<file path="src/rtl/program_loader.sv">
// Byte-stream loader for the instruction memory.
// Packs 4 bytes big-endian into one instruction and writes it to word
// addresses 0..num_words-1, holding the CPU in reset while loading.
//
// state   | meaning
// --------+-----------------------------------------------------------
// S_IDLE  | waiting for start; last load failed validation or none yet
// S_RECV  | accepting bytes of the current word (byte_ready high)
// S_WRITE | single-cycle write strobe of the assembled word
// S_DONE  | load complete; CPU released; last address/data held
module program_loader #(
    parameter int DEPTH       = 32,
    parameter int COUNT_WIDTH = 6
) (
    input  logic                   clk,
    input  logic                   rst,
    input  logic                   start,
    input  logic [COUNT_WIDTH-1:0] num_words,
    input  logic [7:0]             byte_in,
    input  logic                   byte_valid,
    output logic                   byte_ready,
    output logic                   mem_write_enable,
    output logic [31:0]            mem_write_address,
    output logic [31:0]            mem_write_data,
    output logic                   cpu_hold,
    output logic                   busy,
    output logic                   done,
    output logic                   error
);

    typedef enum logic [1:0] {
        S_IDLE  = 2'd0,
        S_RECV  = 2'd1,
        S_WRITE = 2'd2,
        S_DONE  = 2'd3
    } state_t;

    localparam logic [COUNT_WIDTH-1:0] DEPTH_W  = COUNT_WIDTH'(DEPTH);
    localparam logic [COUNT_WIDTH-1:0] WORD_ONE = COUNT_WIDTH'(1);

    state_t                   r_state;
    state_t                   w_state_nxt;

    logic [COUNT_WIDTH-1:0]   r_num_words;
    logic [COUNT_WIDTH-1:0]   r_word_cnt;
    logic [1:0]               r_byte_cnt;
    logic [23:0]              r_shift;
    logic [31:0]              r_data;
    logic [COUNT_WIDTH-1:0]   r_addr;
    logic                     r_error;

    logic                     w_byte_ready;
    logic                     w_write_en;
    logic                     w_busy;
    logic                     w_done;
    logic                     w_start_window;
    logic                     w_start_accept;
    logic                     w_start_legal;
    logic                     w_byte_fire;
    logic                     w_last_byte;
    logic [COUNT_WIDTH-1:0]   w_word_cnt_inc;

    // A start is only honoured between loads; a zero or oversized count
    // would either do nothing or run past the end of the memory.
    assign w_start_window = (r_state == S_IDLE) || (r_state == S_DONE);
    assign w_start_accept = start && w_start_window;
    assign w_start_legal  = (num_words != '0) && (num_words <= DEPTH_W);
    assign w_byte_fire    = w_byte_ready && byte_valid;
    assign w_last_byte    = w_byte_fire && (r_byte_cnt == 2'd3);
    assign w_word_cnt_inc = r_word_cnt + WORD_ONE;

    // State register; reset drops straight back to IDLE, releasing the CPU.
    always_ff @(posedge clk or negedge rst) begin
        if (!rst) begin
            r_state <= S_IDLE;
        end else begin
            r_state <= w_state_nxt;
        end
    end

    // Next-state and state-decoded outputs.
    always_comb begin
        w_state_nxt  = r_state;
        w_byte_ready = 1'b0;
        w_write_en   = 1'b0;
        w_busy       = 1'b0;
        w_done       = 1'b0;
        case (r_state)
            S_IDLE: begin
                if (start) begin
                    w_state_nxt = w_start_legal ? S_RECV : S_IDLE;
                end
            end
            S_RECV: begin
                w_byte_ready = 1'b1;
                w_busy       = 1'b1;
                if (byte_valid && (r_byte_cnt == 2'd3)) begin
                    w_state_nxt = S_WRITE;
                end
            end
            S_WRITE: begin
                w_write_en  = 1'b1;
                w_busy      = 1'b1;
                w_state_nxt = (w_word_cnt_inc == r_num_words) ? S_DONE : S_RECV;
            end
            S_DONE: begin
                w_done = 1'b1;
                if (start) begin
                    w_state_nxt = w_start_legal ? S_RECV : S_IDLE;
                end
            end
            default: begin
                w_state_nxt = S_IDLE;
            end
        endcase
    end

    // Load length and sticky error flag, both decided at start time.
    always_ff @(posedge clk or negedge rst) begin
        if (!rst) begin
            r_num_words <= '0;
            r_error     <= 1'b0;
        end else if (w_start_accept) begin
            if (w_start_legal) begin
                r_num_words <= num_words;
                r_error     <= 1'b0;
            end else begin
                r_error <= 1'b1;
            end
        end
    end

    // Byte and word counters; a legal start rewinds both to the beginning.
    always_ff @(posedge clk or negedge rst) begin
        if (!rst) begin
            r_byte_cnt <= 2'd0;
            r_word_cnt <= '0;
        end else if (w_start_accept && w_start_legal) begin
            r_byte_cnt <= 2'd0;
            r_word_cnt <= '0;
        end else begin
            if (w_byte_fire) begin
                r_byte_cnt <= r_byte_cnt + 2'd1;
            end
            if (r_state == S_WRITE) begin
                r_word_cnt <= w_word_cnt_inc;
            end
        end
    end

    // Big-endian word assembly; the completed word and its address are
    // captured on the 4th byte so they are stable through WRITE and DONE.
    always_ff @(posedge clk or negedge rst) begin
        if (!rst) begin
            r_shift <= '0;
            r_data  <= '0;
            r_addr  <= '0;
        end else if (w_last_byte) begin
            r_data <= {r_shift, byte_in};
            r_addr <= r_word_cnt;
        end else if (w_byte_fire) begin
            r_shift <= {r_shift[15:0], byte_in};
        end
    end

    assign byte_ready        = w_byte_ready;
    assign mem_write_enable  = w_write_en;
    assign mem_write_address = {{(32 - COUNT_WIDTH){1'b0}}, r_addr};
    assign mem_write_data    = r_data;
    assign cpu_hold          = w_busy;
    assign busy              = w_busy;
    assign done              = w_done;
    assign error             = r_error;

endmodule

</file>
<file path="config.mk">
export PLATFORM = sky130hd
export DESIGN_NAME = program_loader
export DESIGN_NICKNAME = d
export VERILOG_FILES = /design/src/rtl/program_loader.sv
export SDC_FILE = /design/constraint.sdc
export NUM_CORES = 1
export LEC_CHECK = 0
export BUFFER_PORTS_ARGS = -buffer_cell sky130_fd_sc_hd__buf_2
export CORE_MARGIN = 2
export CORE_UTILIZATION = 53
export DETAILED_ROUTE_END_ITERATION = 10
export PLACE_DENSITY = 0.81
export SETUP_SLACK_MARGIN = 0.05
export SYNTH_ARGS = -nofsm -noshare
export SYNTH_HDL_FRONTEND = slang
export SYNTH_SLANG_ARGS = --single-unit
</file>
<file path="constraint.sdc">
create_clock -name clk -period 2.3 [get_ports clk]
set_input_delay 0.69 -clock clk [delete_from_list [all_inputs] [get_ports clk]]
set_output_delay 0.69 -clock clk [all_outputs]
set_load 0.05 [all_outputs]
</file>
==> reports/qor.txt <==
CTS tree: yes
Final period util: 0.931
commonest non-fill, non-tap cells in the layout: dfrtp_1, mux2_2, buf_2
TritonCTS Sinks: 79
# rows: 29
Post-Route WL: 5860 µm
layout cell share with drive strength beyond 1: 0.472
via count: 2077
GR Util met1: 0.234
Core Box Area: 6350 µm²
Max Transition Viols Final: 0
final setup TNS: 0 ps
largest fanout on the critical path: 4
Pwr Density: 1460 nW/µm²
Total Power: 0.00581 W
Main synth FF type: dfrtp_1
Rel. slew slack: 0.600
die area: 7200 µm²
Initial DRC Count: 90
largest net degree at the start of global routing: 43
GR Overflow Total: 0
clock buffer count from CTS: 9
Register Area: 1980 µm²
worst hold path type: in -> async
P&R area growth vs syn: 15.0%
die span in y: 84.9 µm
FMAX: 0.467 GHz
DRC Markers: 0
clk_lat worst skew: 350 ps
Compound-Gate Fraction of Synth Area: 0.0274
Top Ports: 88
Tmin final: 2140 ps
Ant. Diodes: 0
Fin. Hold Viols: 0
max cap viols: 0
GR Util met2: 0.273
final setup fails: 0
global-route wire length before repair: 10000 µm
EDFF count, synth: 0
Most Crowded Layer GR: met2
routability cong.: 0.782
WP data arrival: 1450 ps
clk root buf: clkbuf_8
Pre-antenna DRT Iters: 4
Worst Path Required: 1610 ps
Synth Area in Simple Gates: 0.0502
RSZ-0062 raised after global routing: false
Seq/Total Area, Yosys: 0.570
most common cell after layout, fill and taps aside: dfrtp_1
multiplexer share of the synthesized area: 0.222
status: completed
synth top area cells: dfrtp_1, mux2_2, buf_4, ha_1, xnor2_1
critical path class: reg -> out
vias in the first global route: 2078
WL/cell: 14.6 µm
area leader, netlist: dfrtp_1
Post-CTS Hold Buffers: 0
average cell area after synthesis: 13.5 µm²
nets: 346
Cell Area, Synth: 3470 µm²
# port buffers: 61
Die W: 84.9 µm
initial antenna violation count: 0
H-tree depth: 3
Ys Warns: 0
Least-Margin Pin Slew: 599 ps
Clock Tree Buf Depth: 2
Setup Skew: 9.74 ps
global routing usage on met3: 0.0418
hpwl dp: 4190 µm
main combinational cell family by area after synthesis: multiplexers
Routed Antenna Nets: 0
Crit. End Element: output port
Total GRT Usage: 0.181
area of the multi-input gates: 1310 µm²
Max rail drop VDD: 838 µV
Via density: 5.15
Critical Path Start Type: flip-flop
Async S/R FF share, synth: 1.00
# fillers: 502
Hold WS: 288 ps
Worst-path clk slew: 80 ps
Synth Area in XOR/XNOR: 0.0303
flop and latch count out of synthesis: 79
post-synthesis adder-cell area fraction: 0.0180
top cell type's share of synthesized area: 0.570
count of cell types in the netlist: 36
Initial Util: 0.546
Layout Utilization: 0.628
P_leak: 2.09 nW
Gate Count Post-Synth: 257
cells in the mapped netlist (2+ instances only):
| library cell | count |
|---|---|
| dfrtp_1 | 79 |
| clkbuf_1 | 8 |
| mux2_2 | 66 |
| buf_4 | 27 |
| inv_1 | 5 |
| nand2_1 | 5 |
| o21ai_0 | 4 |
| xor2_1 | 5 |
| a211oi_1 | 2 |
| nand4_1 | 2 |
| xnor2_1 | 7 |
| a21oi_1 | 4 |
| nor2_1 | 10 |
| or3_1 | 2 |
| ha_1 | 5 |
| nand3_1 | 6 |
per-layer routing:
layer / wire (µm) / part of all wire / vias to the layer above
li1: - / - / 966
met3: 269 / 0.046 / 18
met1: 2600 / 0.44 / 1024
met4: 218 / 0.037 / 0
met5: 0 / 0 / -
met2: 2780 / 0.47 / 69
cell families after synthesis:
logic type / Yosys count
adder cells (fa/ha/maj): 5
AND/OR/NAND/NOR: 34
flip-flops: 79
other: 1
multiplexers: 68
XOR/XNOR: 12
AO/OA/AOI/OAI: 15
buffers and inverters: 43
power breakdown:
part	leakage, nW	switching (W)	internal (W)
Clock	0.101	0.000497	0.000602
Combinational	0.961	0.00161	0.000864
Sequential	1.03	0.000327	0.00191
Total	2.09	0.00244	0.00337
registers in the layout (all words and copies together), names as in the netlist:
register,cells
r_num_words,6
error,1
mem_write_data,32
r_word_cnt,6
r_byte_cnt,2
r_state,2
r_shift,24
r_addr,6
layout make-up:
| type | count | area share |
|---|---|---|
| timing repair buffer | 68 | 0.0947 |
| sequential | 79 | 0.496 |
| multi-input combinational | 160 | 0.328 |
| inverter | 5 | 0.00471 |
| clock buffer | 9 | 0.0311 |
| clock inverter | 5 | 0.0213 |
| tap | 77 | 0.0242 |
final timing paths:
kind                                      startpoint                            end  slack, ps  depth (start not counted)
max                           r_state[0]$_DFFE_PN0P_                           busy        160                          4
min                                              rst  mem_write_data[4]$_DFFE_PN0P_        290                          1
max reg2reg                r_word_cnt[1]$_DFFE_PN0P_         r_state[1]$_DFFE_PN0P_        240                          6
min reg2reg                    r_addr[2]$_DFFE_PN0P_          r_addr[2]$_DFFE_PN0P_        500                          2
max in group asynchronous                        rst     r_num_words[1]$_DFFE_PN0N_       1410                          2
min in group clk               r_addr[2]$_DFFE_PN0P_          r_addr[2]$_DFFE_PN0P_        500                          2
timing repair:
action                                  in CTS  in global routing
setup buffers                                0                  0
endpoints found under the hold margin        0                  0
endpoints found under the setup margin       0                  2
resized for setup                            0                  4
per-stage QoR:
stage / worst slack (ps) / cell area (µm²) / std cells
4_1_cts: 88.0 / 3980 / 403
2_1_floorplan: 63.6 / 3560 / 282
3_3_place_gp: -74.2 / 3770 / 389
6_report: 159 / 3990 / 403
3_5_place_dp: -159 / 3770 / 389
5_1_grt: 72.7 / 3990 / 403
critical path: stages (launching register included):
cell     delay (ps)
dfrtp_1         400
inv_1            60
ha_1            330
inv_1           110
buf_4           200
Power figures use the tool's default switching activity.
